`config.mk`:
```
export PLATFORM = sky130hd
export DESIGN_NAME = miriscv_mem_arbiter_flat
export DESIGN_NICKNAME = d
export VERILOG_FILES = /design/src/rtl/miriscv_lsu_pkg.sv /design/src/rtl/miriscv_mem_arbiter_if.sv /design/src/rtl/miriscv_arb_id_fifo.sv /design/src/rtl/miriscv_mem_arbiter.sv /design/src/flat_wrapper.sv
export SDC_FILE = /design/constraint.sdc
export NUM_CORES = 1
export LEC_CHECK = 0
export CAP_MARGIN = 20
export CORE_AREA = 2 2 110 112
export CTS_BUF_LIST = sky130_fd_sc_hd__clkbuf_4 sky130_fd_sc_hd__clkbuf_8
export CTS_CLUSTER_DIAMETER = 120
export DETAILED_ROUTE_END_ITERATION = 7
export DIE_AREA = 0 0 112 114
export GPL_ROUTABILITY_DRIVEN = 1
export GPL_TIMING_DRIVEN = 0
export HOLD_SLACK_MARGIN = 0.12
export PLACE_DENSITY = 0.58
export SLEW_MARGIN = 30
export SYNTH_ARGS = -nofsm -noshare
export SYNTH_HDL_FRONTEND = slang
export SYNTH_SLANG_ARGS = --single-unit
```
`constraint.sdc`:
```
create_clock -name clk_i -period 3.1 [get_ports clk_i]
set_clock_uncertainty 0.05 [all_clocks]
set_input_delay 0.93 -clock clk_i [delete_from_list [all_inputs] [get_ports clk_i]]
set_output_delay 0.93 -clock clk_i [all_outputs]
set_load 0.02 [all_outputs]
```
`src/rtl/miriscv_lsu_pkg.sv`:
```
// Shared types for the memory arbiter: source IDs, arbiter FSM states, bus width.
package miriscv_lsu_pkg;

   localparam int XLEN          = 32;
   localparam int ARB_MAX_OUTST = 2;

   typedef enum logic {
      ARB_SRC_INSTR = 1'b0,
      ARB_SRC_DATA  = 1'b1
   } arb_src_e;

   typedef enum logic [1:0] {
      IDLE   = 2'd0,
      HOLD_I = 2'd1,
      HOLD_D = 2'd2
   } arb_state_e;

endpackage

```
`src/rtl/miriscv_mem_arbiter_if.sv`:
```
// Instruction, data and memory-port signals of the arbiter; slave is the arbiter's view,
// master is the view of the requesters and memory around it.
interface miriscv_mem_arbiter_if;
   import miriscv_lsu_pkg::*;

   logic            instr_req_i;
   logic [XLEN-1:0] instr_addr_i;
   logic            instr_gnt_o;
   logic            instr_rvalid_o;
   logic [XLEN-1:0] instr_rdata_o;

   logic            data_req_i;
   logic            data_we_i;
   logic [3:0]      data_be_i;
   logic [XLEN-1:0] data_addr_i;
   logic [XLEN-1:0] data_wdata_i;
   logic            data_gnt_o;
   logic            data_rvalid_o;
   logic [XLEN-1:0] data_rdata_o;

   logic            mem_req_o;
   logic            mem_we_o;
   logic [3:0]      mem_be_o;
   logic [XLEN-1:0] mem_addr_o;
   logic [XLEN-1:0] mem_wdata_o;
   logic            mem_gnt_i;
   logic            mem_rvalid_i;
   logic [XLEN-1:0] mem_rdata_i;

   logic            arb_err_o;
   logic            arb_busy_o;

   modport slave (
      input  instr_req_i, instr_addr_i,
      output instr_gnt_o, instr_rvalid_o, instr_rdata_o,
      input  data_req_i, data_we_i, data_be_i, data_addr_i, data_wdata_i,
      output data_gnt_o, data_rvalid_o, data_rdata_o,
      output mem_req_o, mem_we_o, mem_be_o, mem_addr_o, mem_wdata_o,
      input  mem_gnt_i, mem_rvalid_i, mem_rdata_i,
      output arb_err_o, arb_busy_o
   );

   modport master (
      output instr_req_i, instr_addr_i,
      input  instr_gnt_o, instr_rvalid_o, instr_rdata_o,
      output data_req_i, data_we_i, data_be_i, data_addr_i, data_wdata_i,
      input  data_gnt_o, data_rvalid_o, data_rdata_o,
      input  mem_req_o, mem_we_o, mem_be_o, mem_addr_o, mem_wdata_o,
      output mem_gnt_i, mem_rvalid_i, mem_rdata_i,
      input  arb_err_o, arb_busy_o
   );

endinterface

```
`src/rtl/miriscv_arb_id_fifo.sv`:
```
// In-order FIFO of source IDs for in-flight transactions; dout is the oldest entry.
// Pointers wrap at DEPTH; a pop on empty or a push on full without a pop is ignored.
module miriscv_arb_id_fifo
   import miriscv_lsu_pkg::*;
#(
   parameter  int DEPTH = ARB_MAX_OUTST,
   localparam int CW    = $clog2(DEPTH + 1)
) (
   input  logic          clk_i,
   input  logic          rst_i,
   input  logic          push,
   input  arb_src_e      din,
   input  logic          pop,
   output arb_src_e      dout,
   output logic          full,
   output logic          empty,
   output logic [CW-1:0] count
);
   localparam int PW = (DEPTH > 1) ? $clog2(DEPTH) : 1;

   arb_src_e        mem_q [DEPTH];
   logic [PW-1:0]   wr_ptr;
   logic [PW-1:0]   rd_ptr;
   logic            do_push;
   logic            do_pop;

   function automatic logic [PW-1:0] ptr_inc(input logic [PW-1:0] p);
      return (p == PW'(DEPTH - 1)) ? '0 : p + 1'b1;
   endfunction

   assign full    = (count == CW'(DEPTH));
   assign empty   = (count == '0);
   assign do_pop  = pop & ~empty;
   assign do_push = push & (~full | do_pop);
   assign dout    = mem_q[rd_ptr];

   always_ff @(posedge clk_i) begin
      if (do_push) mem_q[wr_ptr] <= din;
   end

   always_ff @(posedge clk_i) begin
      if (rst_i) begin
         wr_ptr <= '0;
         rd_ptr <= '0;
         count  <= '0;
      end else begin
         if (do_push) wr_ptr <= ptr_inc(wr_ptr);
         if (do_pop)  rd_ptr <= ptr_inc(rd_ptr);
         count <= count + CW'(do_push) - CW'(do_pop);
      end
   end

endmodule

```
`src/rtl/miriscv_mem_arbiter.sv`:
```
// Instr/data arbiter onto one memory port: round-robin on contention, zero-cycle grant, in-order rvalid routing.
// Selection is frozen until the pending grant; new requests stall while MAX_OUTST transactions are in flight.
module miriscv_mem_arbiter
   import miriscv_lsu_pkg::*;
#(
   parameter int MAX_OUTST = ARB_MAX_OUTST
) (
   input  logic                  clk_i,
   input  logic                  rst_i,
   miriscv_mem_arbiter_if.slave  bus
);
   localparam int CW = $clog2(MAX_OUTST + 1);

   arb_state_e    state_q, state_d;
   arb_src_e      prio_q;
   arb_src_e      sel;
   arb_src_e      fifo_dout;
   logic [CW-1:0] fifo_count;
   logic          fifo_full, fifo_empty;
   logic          sel_req, mem_req, accept, contested, rsp_ok, err_q;

   always_comb begin
      sel     = prio_q;
      state_d = IDLE;
      case (state_q)
         HOLD_I:  sel = ARB_SRC_INSTR;
         HOLD_D:  sel = ARB_SRC_DATA;
         default: if (bus.instr_req_i ^ bus.data_req_i)
                     sel = bus.data_req_i ? ARB_SRC_DATA : ARB_SRC_INSTR;
      endcase
      sel_req = (sel == ARB_SRC_DATA) ? bus.data_req_i : bus.instr_req_i;
      // A full FIFO is checked before the same-cycle pop, so a pop never frees a slot early.
      mem_req = sel_req & ~fifo_full & ~rst_i;
      if (mem_req & ~bus.mem_gnt_i)
         state_d = (sel == ARB_SRC_DATA) ? HOLD_D : HOLD_I;
   end

   assign accept    = mem_req & bus.mem_gnt_i;
   assign contested = bus.instr_req_i & bus.data_req_i;
   assign rsp_ok    = bus.mem_rvalid_i & ~fifo_empty & ~rst_i;

   always_ff @(posedge clk_i) begin
      if (rst_i) begin
         state_q <= IDLE;
         prio_q  <= ARB_SRC_DATA;
         err_q   <= 1'b0;
      end else begin
         state_q <= state_d;
         if (accept & contested)
            prio_q <= (sel == ARB_SRC_DATA) ? ARB_SRC_INSTR : ARB_SRC_DATA;
         if (bus.mem_rvalid_i & fifo_empty)
            err_q <= 1'b1;
      end
   end

   miriscv_arb_id_fifo #(.DEPTH(MAX_OUTST)) u_id_fifo (
      .clk_i (clk_i),
      .rst_i (rst_i),
      .push  (accept),
      .din   (sel),
      .pop   (bus.mem_rvalid_i),
      .dout  (fifo_dout),
      .full  (fifo_full),
      .empty (fifo_empty),
      .count (fifo_count)
   );

   assign bus.mem_req_o      = mem_req;
   assign bus.mem_we_o       = (sel == ARB_SRC_DATA) & bus.data_we_i;
   assign bus.mem_be_o       = (sel == ARB_SRC_DATA) ? bus.data_be_i : 4'hF;
   assign bus.mem_addr_o     = (sel == ARB_SRC_DATA) ? bus.data_addr_i : bus.instr_addr_i;
   assign bus.mem_wdata_o    = bus.data_wdata_i;

   assign bus.instr_gnt_o    = accept & (sel == ARB_SRC_INSTR);
   assign bus.data_gnt_o     = accept & (sel == ARB_SRC_DATA);
   assign bus.instr_rvalid_o = rsp_ok & (fifo_dout == ARB_SRC_INSTR);
   assign bus.data_rvalid_o  = rsp_ok & (fifo_dout == ARB_SRC_DATA);
   assign bus.instr_rdata_o  = bus.mem_rdata_i;
   assign bus.data_rdata_o   = bus.mem_rdata_i;

   assign bus.arb_err_o      = err_q & ~rst_i;
   assign bus.arb_busy_o     = (fifo_count != '0) & ~rst_i;

endmodule

```
`src/flat_wrapper.sv`:
```
// flat-port wrapper written by rule: the top's interface ports become plain ports
module miriscv_mem_arbiter_flat import miriscv_lsu_pkg::*;
#(
   parameter int MAX_OUTST = ARB_MAX_OUTST
)
  (clk_i, rst_i, bus_instr_req_i, bus_instr_addr_i, bus_instr_gnt_o, bus_instr_rvalid_o, bus_instr_rdata_o, bus_data_req_i, bus_data_we_i, bus_data_be_i, bus_data_addr_i, bus_data_wdata_i, bus_data_gnt_o, bus_data_rvalid_o, bus_data_rdata_o, bus_mem_req_o, bus_mem_we_o, bus_mem_be_o, bus_mem_addr_o, bus_mem_wdata_o, bus_mem_gnt_i, bus_mem_rvalid_i, bus_mem_rdata_i, bus_arb_err_o, bus_arb_busy_o);
  miriscv_mem_arbiter_if bus_i ();
  input  logic clk_i;
  input  logic rst_i;
  input wire logic [$bits(bus_i.instr_req_i)-1:0] bus_instr_req_i;
  input wire logic [$bits(bus_i.instr_addr_i)-1:0] bus_instr_addr_i;
  output wire logic [$bits(bus_i.instr_gnt_o)-1:0] bus_instr_gnt_o;
  output wire logic [$bits(bus_i.instr_rvalid_o)-1:0] bus_instr_rvalid_o;
  output wire logic [$bits(bus_i.instr_rdata_o)-1:0] bus_instr_rdata_o;
  input wire logic [$bits(bus_i.data_req_i)-1:0] bus_data_req_i;
  input wire logic [$bits(bus_i.data_we_i)-1:0] bus_data_we_i;
  input wire logic [$bits(bus_i.data_be_i)-1:0] bus_data_be_i;
  input wire logic [$bits(bus_i.data_addr_i)-1:0] bus_data_addr_i;
  input wire logic [$bits(bus_i.data_wdata_i)-1:0] bus_data_wdata_i;
  output wire logic [$bits(bus_i.data_gnt_o)-1:0] bus_data_gnt_o;
  output wire logic [$bits(bus_i.data_rvalid_o)-1:0] bus_data_rvalid_o;
  output wire logic [$bits(bus_i.data_rdata_o)-1:0] bus_data_rdata_o;
  output wire logic [$bits(bus_i.mem_req_o)-1:0] bus_mem_req_o;
  output wire logic [$bits(bus_i.mem_we_o)-1:0] bus_mem_we_o;
  output wire logic [$bits(bus_i.mem_be_o)-1:0] bus_mem_be_o;
  output wire logic [$bits(bus_i.mem_addr_o)-1:0] bus_mem_addr_o;
  output wire logic [$bits(bus_i.mem_wdata_o)-1:0] bus_mem_wdata_o;
  input wire logic [$bits(bus_i.mem_gnt_i)-1:0] bus_mem_gnt_i;
  input wire logic [$bits(bus_i.mem_rvalid_i)-1:0] bus_mem_rvalid_i;
  input wire logic [$bits(bus_i.mem_rdata_i)-1:0] bus_mem_rdata_i;
  output wire logic [$bits(bus_i.arb_err_o)-1:0] bus_arb_err_o;
  output wire logic [$bits(bus_i.arb_busy_o)-1:0] bus_arb_busy_o;
  assign bus_i.instr_req_i = bus_instr_req_i;
  assign bus_i.instr_addr_i = bus_instr_addr_i;
  assign bus_instr_gnt_o = bus_i.instr_gnt_o;
  assign bus_instr_rvalid_o = bus_i.instr_rvalid_o;
  assign bus_instr_rdata_o = bus_i.instr_rdata_o;
  assign bus_i.data_req_i = bus_data_req_i;
  assign bus_i.data_we_i = bus_data_we_i;
  assign bus_i.data_be_i = bus_data_be_i;
  assign bus_i.data_addr_i = bus_data_addr_i;
  assign bus_i.data_wdata_i = bus_data_wdata_i;
  assign bus_data_gnt_o = bus_i.data_gnt_o;
  assign bus_data_rvalid_o = bus_i.data_rvalid_o;
  assign bus_data_rdata_o = bus_i.data_rdata_o;
  assign bus_mem_req_o = bus_i.mem_req_o;
  assign bus_mem_we_o = bus_i.mem_we_o;
  assign bus_mem_be_o = bus_i.mem_be_o;
  assign bus_mem_addr_o = bus_i.mem_addr_o;
  assign bus_mem_wdata_o = bus_i.mem_wdata_o;
  assign bus_i.mem_gnt_i = bus_mem_gnt_i;
  assign bus_i.mem_rvalid_i = bus_mem_rvalid_i;
  assign bus_i.mem_rdata_i = bus_mem_rdata_i;
  assign bus_arb_err_o = bus_i.arb_err_o;
  assign bus_arb_busy_o = bus_i.arb_busy_o;
  miriscv_mem_arbiter #(.MAX_OUTST(MAX_OUTST)) u_core (.clk_i(clk_i), .rst_i(rst_i), .bus(bus_i));
endmodule
```
* After elaboration in Yosys (flattened, before gate mapping)
Memory sizes are Yosys's and may differ from the RTL's. A register that Yosys moved wholly into a read port is not among the register bits.
Cells that the tools add are included.
Widths: inputs -> output; s select.
** Word-level totals
- Bits in registers :: 8
- Bits in writable memories :: 2
- Input bits :: 139
- Output and inout bits :: 140
- Word-level logic and storage cells :: 57
- Memories kept :: 1
** Operators by class
- Add/sub/neg operators :: 4
- Equality and inequality tests :: 3
- Multiplexer cells :: 14
- Bitwise gates (word level) :: 26
- Reduce and logical (&&, ||, !) cells :: 3
** Memory list
- u_core.u_id_fifo.mem_q :: depth 2, bits a word 1, rd ports 1, clocked after memory_dff 1, wr ports 1, RTL line miriscv_arb_id_fifo.sv:21 : arb_src_e mem_q [DEPTH];
** Operator list (number)
- $mux 32 :: 1
- $and 1x1->1 :: 17
- $mux 1 :: 10
- $not 1->1 :: 7
- $eq 2x2->1 const B :: 2
- $mux 4 :: 1
- $add 1x1->1 const B :: 2
- $add 2x1->2 :: 1
- $eq 2x1->1 const B :: 1
- $logic_not 2->1 :: 1
- $mux 2 :: 1
- $pmux 1 s2 :: 1
- $reduce_bool 2->1 :: 1
- $reduce_or 2->1 :: 1
- $sub 2x1->2 :: 1
- $or 1x1->1 :: 1
- $xor 1x1->1 :: 1

* Longest topological paths before layout
- Word-level depth :: 10
- Mapped depth :: 11
- Mapped depth without buffers :: 11

* Modules after synthesis
From an unflattened synthesis, not the netlist that was laid out.
** Second synthesis, totals
- Cell total of the unflattened synthesis :: 271
- Area, all modules :: 1778.0 µm²
** By module, submodules not included
- miriscv_mem_arbiter :: instances 1, cells an instance 238, area each 1458.9 µm², seq. area each 80.1 µm²
- miriscv_arb_id_fifo :: instances 1, cells an instance 33, area each 319.1 µm², seq. area each 160.2 µm²

* Least setup slack after synthesis
OpenSTA, ideal clock, no wires.
- Path type :: input to output
- Start :: in bus_data_req_i
- End :: out bus_mem_addr_o[10]
- Arrival time :: 2.173 ns
- Required time :: 2.120 ns
- Path slack :: -0.053 ns
- Stages on the path :: 6
- Buffers on the path :: 2
- Path through :: ha_1 mux2i_1 a21o_1 buf_4 buf_6 mux2_4
** Between the ends
- Cells in the longest elaborated chain, start to end :: 4
- Elaborated cells between the ends (all ways) :: 5
- Those cells by class :: mux (4); bitwise (1)
** RTL lines
- from (decl) :: RTL line flat_wrapper.sv:15 : input wire logic [$bits(bus_i.data_req_i)-1:0] bus_data_req_i;
- $mux 1 or $xor 1x1->1 (tied branches) :: RTL line miriscv_mem_arbiter.sv:29, miriscv_mem_arbiter.sv:28
- $mux 1 * :: RTL line miriscv_mem_arbiter.sv:28 : default: if (bus.instr_req_i ^ bus.data_req_i)
- $pmux 1 s2 * :: RTL line miriscv_mem_arbiter.sv:25 : case (state_q)
- $mux 32 * :: RTL line miriscv_mem_arbiter.sv:71 : assign bus.mem_addr_o = (sel == ARB_SRC_DATA) ? bus.data_addr_i : bus.instr_addr_i;
- to (decl) :: RTL line flat_wrapper.sv:26 : output wire logic [$bits(bus_i.mem_addr_o)-1:0] bus_mem_addr_o;
Every way passes the cells marked *; elsewhere a longest branch is shown, timed or not.

* Final worst setup path
- Start :: in bus_instr_req_i
- End :: out bus_mem_addr_o[19]
** Between the ends
- Cells in the longest elaborated chain, start to end :: 4
** RTL lines
- from (decl) :: RTL line flat_wrapper.sv:10 : input wire logic [$bits(bus_i.instr_req_i)-1:0] bus_instr_req_i;
- $xor 1x1->1 :: RTL line miriscv_mem_arbiter.sv:28
- $mux 1 :: RTL line miriscv_mem_arbiter.sv:28
- $pmux 1 s2 :: RTL line miriscv_mem_arbiter.sv:25
- $mux 32 :: RTL line miriscv_mem_arbiter.sv:71
No other way between the ends.

==> flow_summary.yaml <==
status:
  status: "finished, violations left"
  violations: "negative setup slack"
layout:
  area_growth_pct: 146
  fin_nets: 572
  drive_gt1_share_pct: 48.6
  num_antenna_cells: 0
  fillers: 1179
placement:
  place_hpwl_um: 6360
  io_buffers: 214
  routabilityCongestion: 0.722
sta:
  setup_tns_ns: -8.71
  setup_viol_count_final: 39
  slew_headroom_pct: 74.4
  worst_slew_pin_slew_ns: 0.381
  rsz0062_at_grt: "true"
  finalCritPeriodShare_pct: 109
  fin_crit_ns: 3.37
  max_freq_ghz: 0.297
  final.setup.worst_slack_ns: -0.269
  hold_viol: 0
  finalMaxSlewViolations: 0
floorplanning:
  floorplan.initialDensity_pct: 15.7
  die_area_sq_um: 12800
  die_w_um: 112
  die_h_um: 114
  io_pins: 279
  coreArea_sq_um: 11700
  rows: 40
critical_path:
  cp.arrival_ns: 2.39
  worstPathMaxFanout: 7
  critPathCaptureType: "output port"
  critPathLaunchType: "input pin"
  worst_ep_required_time_ns: 2.12
  critPathKind: "in2out"
yosys:
  syn-num-nets: 341
  ys_seq_area_share_pct: 13.0
  synthCells: 198
  syn_avg_cell_area_sq_um: 9.30
  ys_types: 27
  ys_seq_elements: 11
  synth.cell_area_sq_um: 1840
  yosysWarnings: 0
global_route:
  overflow: 0
  grt_max_degree: 11
  grt.total_usage_pct: 9.96
  antenna_found_initial: 0
  grt_pass1_wl_um: 10300
  grt_pass1_vias: 2055
routing:
  via_per_inst: 3.59
  wire_per_inst_um: 12.5
  num_vias: 2065
  wl_um: 7210
  drc: 0
  dr.pass1.iters: 4
  first_iter_violations: 35
  ant_nets: 0
hold_path:
  holdCritPathClass: "reg2reg"
clock_tree:
  path_clk_slew_ns: 0.05
  cts-hold-fix-buffers: 0
  h-tree-depth: 1
  cts_max_path_buffers: 2
  cts_tree: "done"
  clock-sinks: 11
  cts_buffers: 3
  clock_latency_ns: 0.24
  cts_root_buffer: "clkbuf_8"
run:
  drv_cap: 0
power_and_ir_drop:
  ir_drop_uv: 196
  p_leak_nw: 2.10
  power.total_mw: 1.58
  p_per_area_nw_per_um2: 349
-- sequential cells by signal, summed over array words and instances, names as in the netlist, named ones only --
signal                   count
u_core.state_q               2
u_core.u_id_fifo.count       2
u_core.u_id_fifo.mem_q       2
u_core.err_q                 1
u_core.prio_q                1
u_core.u_id_fifo.rd_ptr      1
u_core.u_id_fifo.wr_ptr      1
-- synth_stat cells --
| library cell | number | area, sq um |
|---|---|---|
| mux2i_1 | 5 | 50.1 |
| and2b_2 | 1 | 8.76 |
| nor2b_1 | 2 | 12.5 |
| nor3_1 | 3 | 15.0 |
| a311oi_4 | 1 | 26.3 |
| a21o_1 | 1 | 7.51 |
| dfxtp_1 | 9 | 180 |
| xor2_1 | 2 | 17.5 |
| nand3_4 | 1 | 17.5 |
| nand4_1 | 1 | 6.26 |
| o22a_1 | 1 | 8.76 |
| inv_1 | 7 | 26.3 |
| o21ai_0 | 1 | 5.00 |
| edfxtp_1 | 2 | 60.1 |
| buf_6 | 3 | 33.8 |
| buf_4 | 97 | 728 |
| nor3b_1 | 1 | 7.51 |
| ha_1 | 4 | 50.1 |
| clkbuf_1 | 1 | 3.75 |
| a21oi_1 | 1 | 5.00 |
| mux2_2 | 6 | 67.6 |
| and2_1 | 1 | 6.26 |
| nand2b_1 | 5 | 31.3 |
| mux2_4 | 27 | 405 |
| xnor2_1 | 1 | 8.76 |
| nand2_1 | 1 | 3.75 |
| nor2_1 | 13 | 48.8 |
-- cells by family (layout without fill, tap and decap cells) --
group / after synthesis / count (layout) / share of synthesized area, %
buffers and inverters: 108 / 338 / 43.0
muxes: 38 / 38 / 28.4
AOI/OAI and AO/OA: 5 / 5 / 2.85
adders and majority gates: 4 / 4 / 2.72
and+or+nand+nor: 29 / 29 / 8.56
xor gates and xnor gates: 3 / 3 / 1.43
DFF: 11 / 11 / 13.0
-- placed cells by master, fill, tap and decap left out, types with 2 or more instances in the layout --
cell,instances
clkbuf_8,3
ha_1,3
xor2_1,2
mux2_4,32
buf_8,2
nand2b_4,4
nor2_1,11
inv_1,6
buf_4,102
clkdlybuf4s50_1,167
mux2i_1,5
nor2b_1,2
clkbuf_2,2
edfxtp_1,2
dlygate4sd2_1,3
dfxtp_1,9
nor3_1,3
buf_6,42
buf_12,6
nor2_4,2
-- routing by layer --
| metal | routed length (um) | up-vias | track usage (%) |
|---|---|---|---|
| met5 | 0 | - | 0 |
| met4 | 33 | 0 | 1.22 |
| met3 | 890 | 4 | 4.52 |
| met2 | 4010 | 129 | 19.3 |
| met1 | 2270 | 924 | 10.1 |
| li1 | - | 1008 | - |
-- worst max-delay path, stage by stage --
cell and delay (ns):
buf_8 0.10, ha_4 0.26, mux2i_1 0.17, a21o_1 0.17
buf_12 0.16, clkbuf_16 0.16, mux2_4 0.30, buf_6 0.13
-- through the flow --
step                setup slack (ns)  util, %  cells  hold slack [ns]  cell area (sq um)
global route                  -0.319     38.7    575            0.440               4540
global placement               -1.19     35.8    559            0.393               4200
floorplan                     0.0184        -    198            0.379               1870
finish                        -0.269     38.7    575            0.415               4540
CTS                           -0.328     38.1    571            0.419               4470
detailed placement             -1.20     35.8    559            0.407               4200
-- power by group --
| group | total, mW | internal, mW | leakage [nW] | switching, mW |
|---|---|---|---|---|
| logic | 1.24 | 0.734 | 1.98 | 0.505 |
| registers | 0.190 | 0.174 | 0.0916 | 0.0162 |
| clock network | 0.152 | 0.0989 | 0.0262 | 0.0527 |
-- area by class of cell --
| type | instances | area (sq um) | share of cell area, % |
|---|---|---|---|
| flip-flops and latches | 11 | 240 | 5.30 |
| plain buffers | 101 | 806 | 17.8 |
| inverters | 7 | 30.0 | 0.662 |
| repair buffers | 226 | 2330 | 51.4 |
| well taps | 147 | 184 | 4.05 |
| multi-input cells | 79 | 896 | 19.7 |
| clock buffers | 4 | 48.8 | 1.08 |
-- repair_timing --
action | CTS | global route
setup endpoints to repair | 44 | 42
pin swaps | 6 | 5
gates resized for setup | 276 | 15
setup buffers | 7 | 4
gates cloned | 1 | 1
-- path summary, 6_finish.rpt --
check                                       start  slack, ns                         to  depth (start not counted)
worst min register to register       u_core.err_q       0.42               u_core.err_q                          2
worst max register to register  u_core.state_q[0]       0.83  u_core.u_id_fifo.count[1]                         10
worst min-delay path                 u_core.err_q       0.42               u_core.err_q                          2
worst max-delay path              bus_instr_req_i      -0.27         bus_mem_addr_o[19]                          8
No activity file was read; power rests on OpenSTA's default activity.
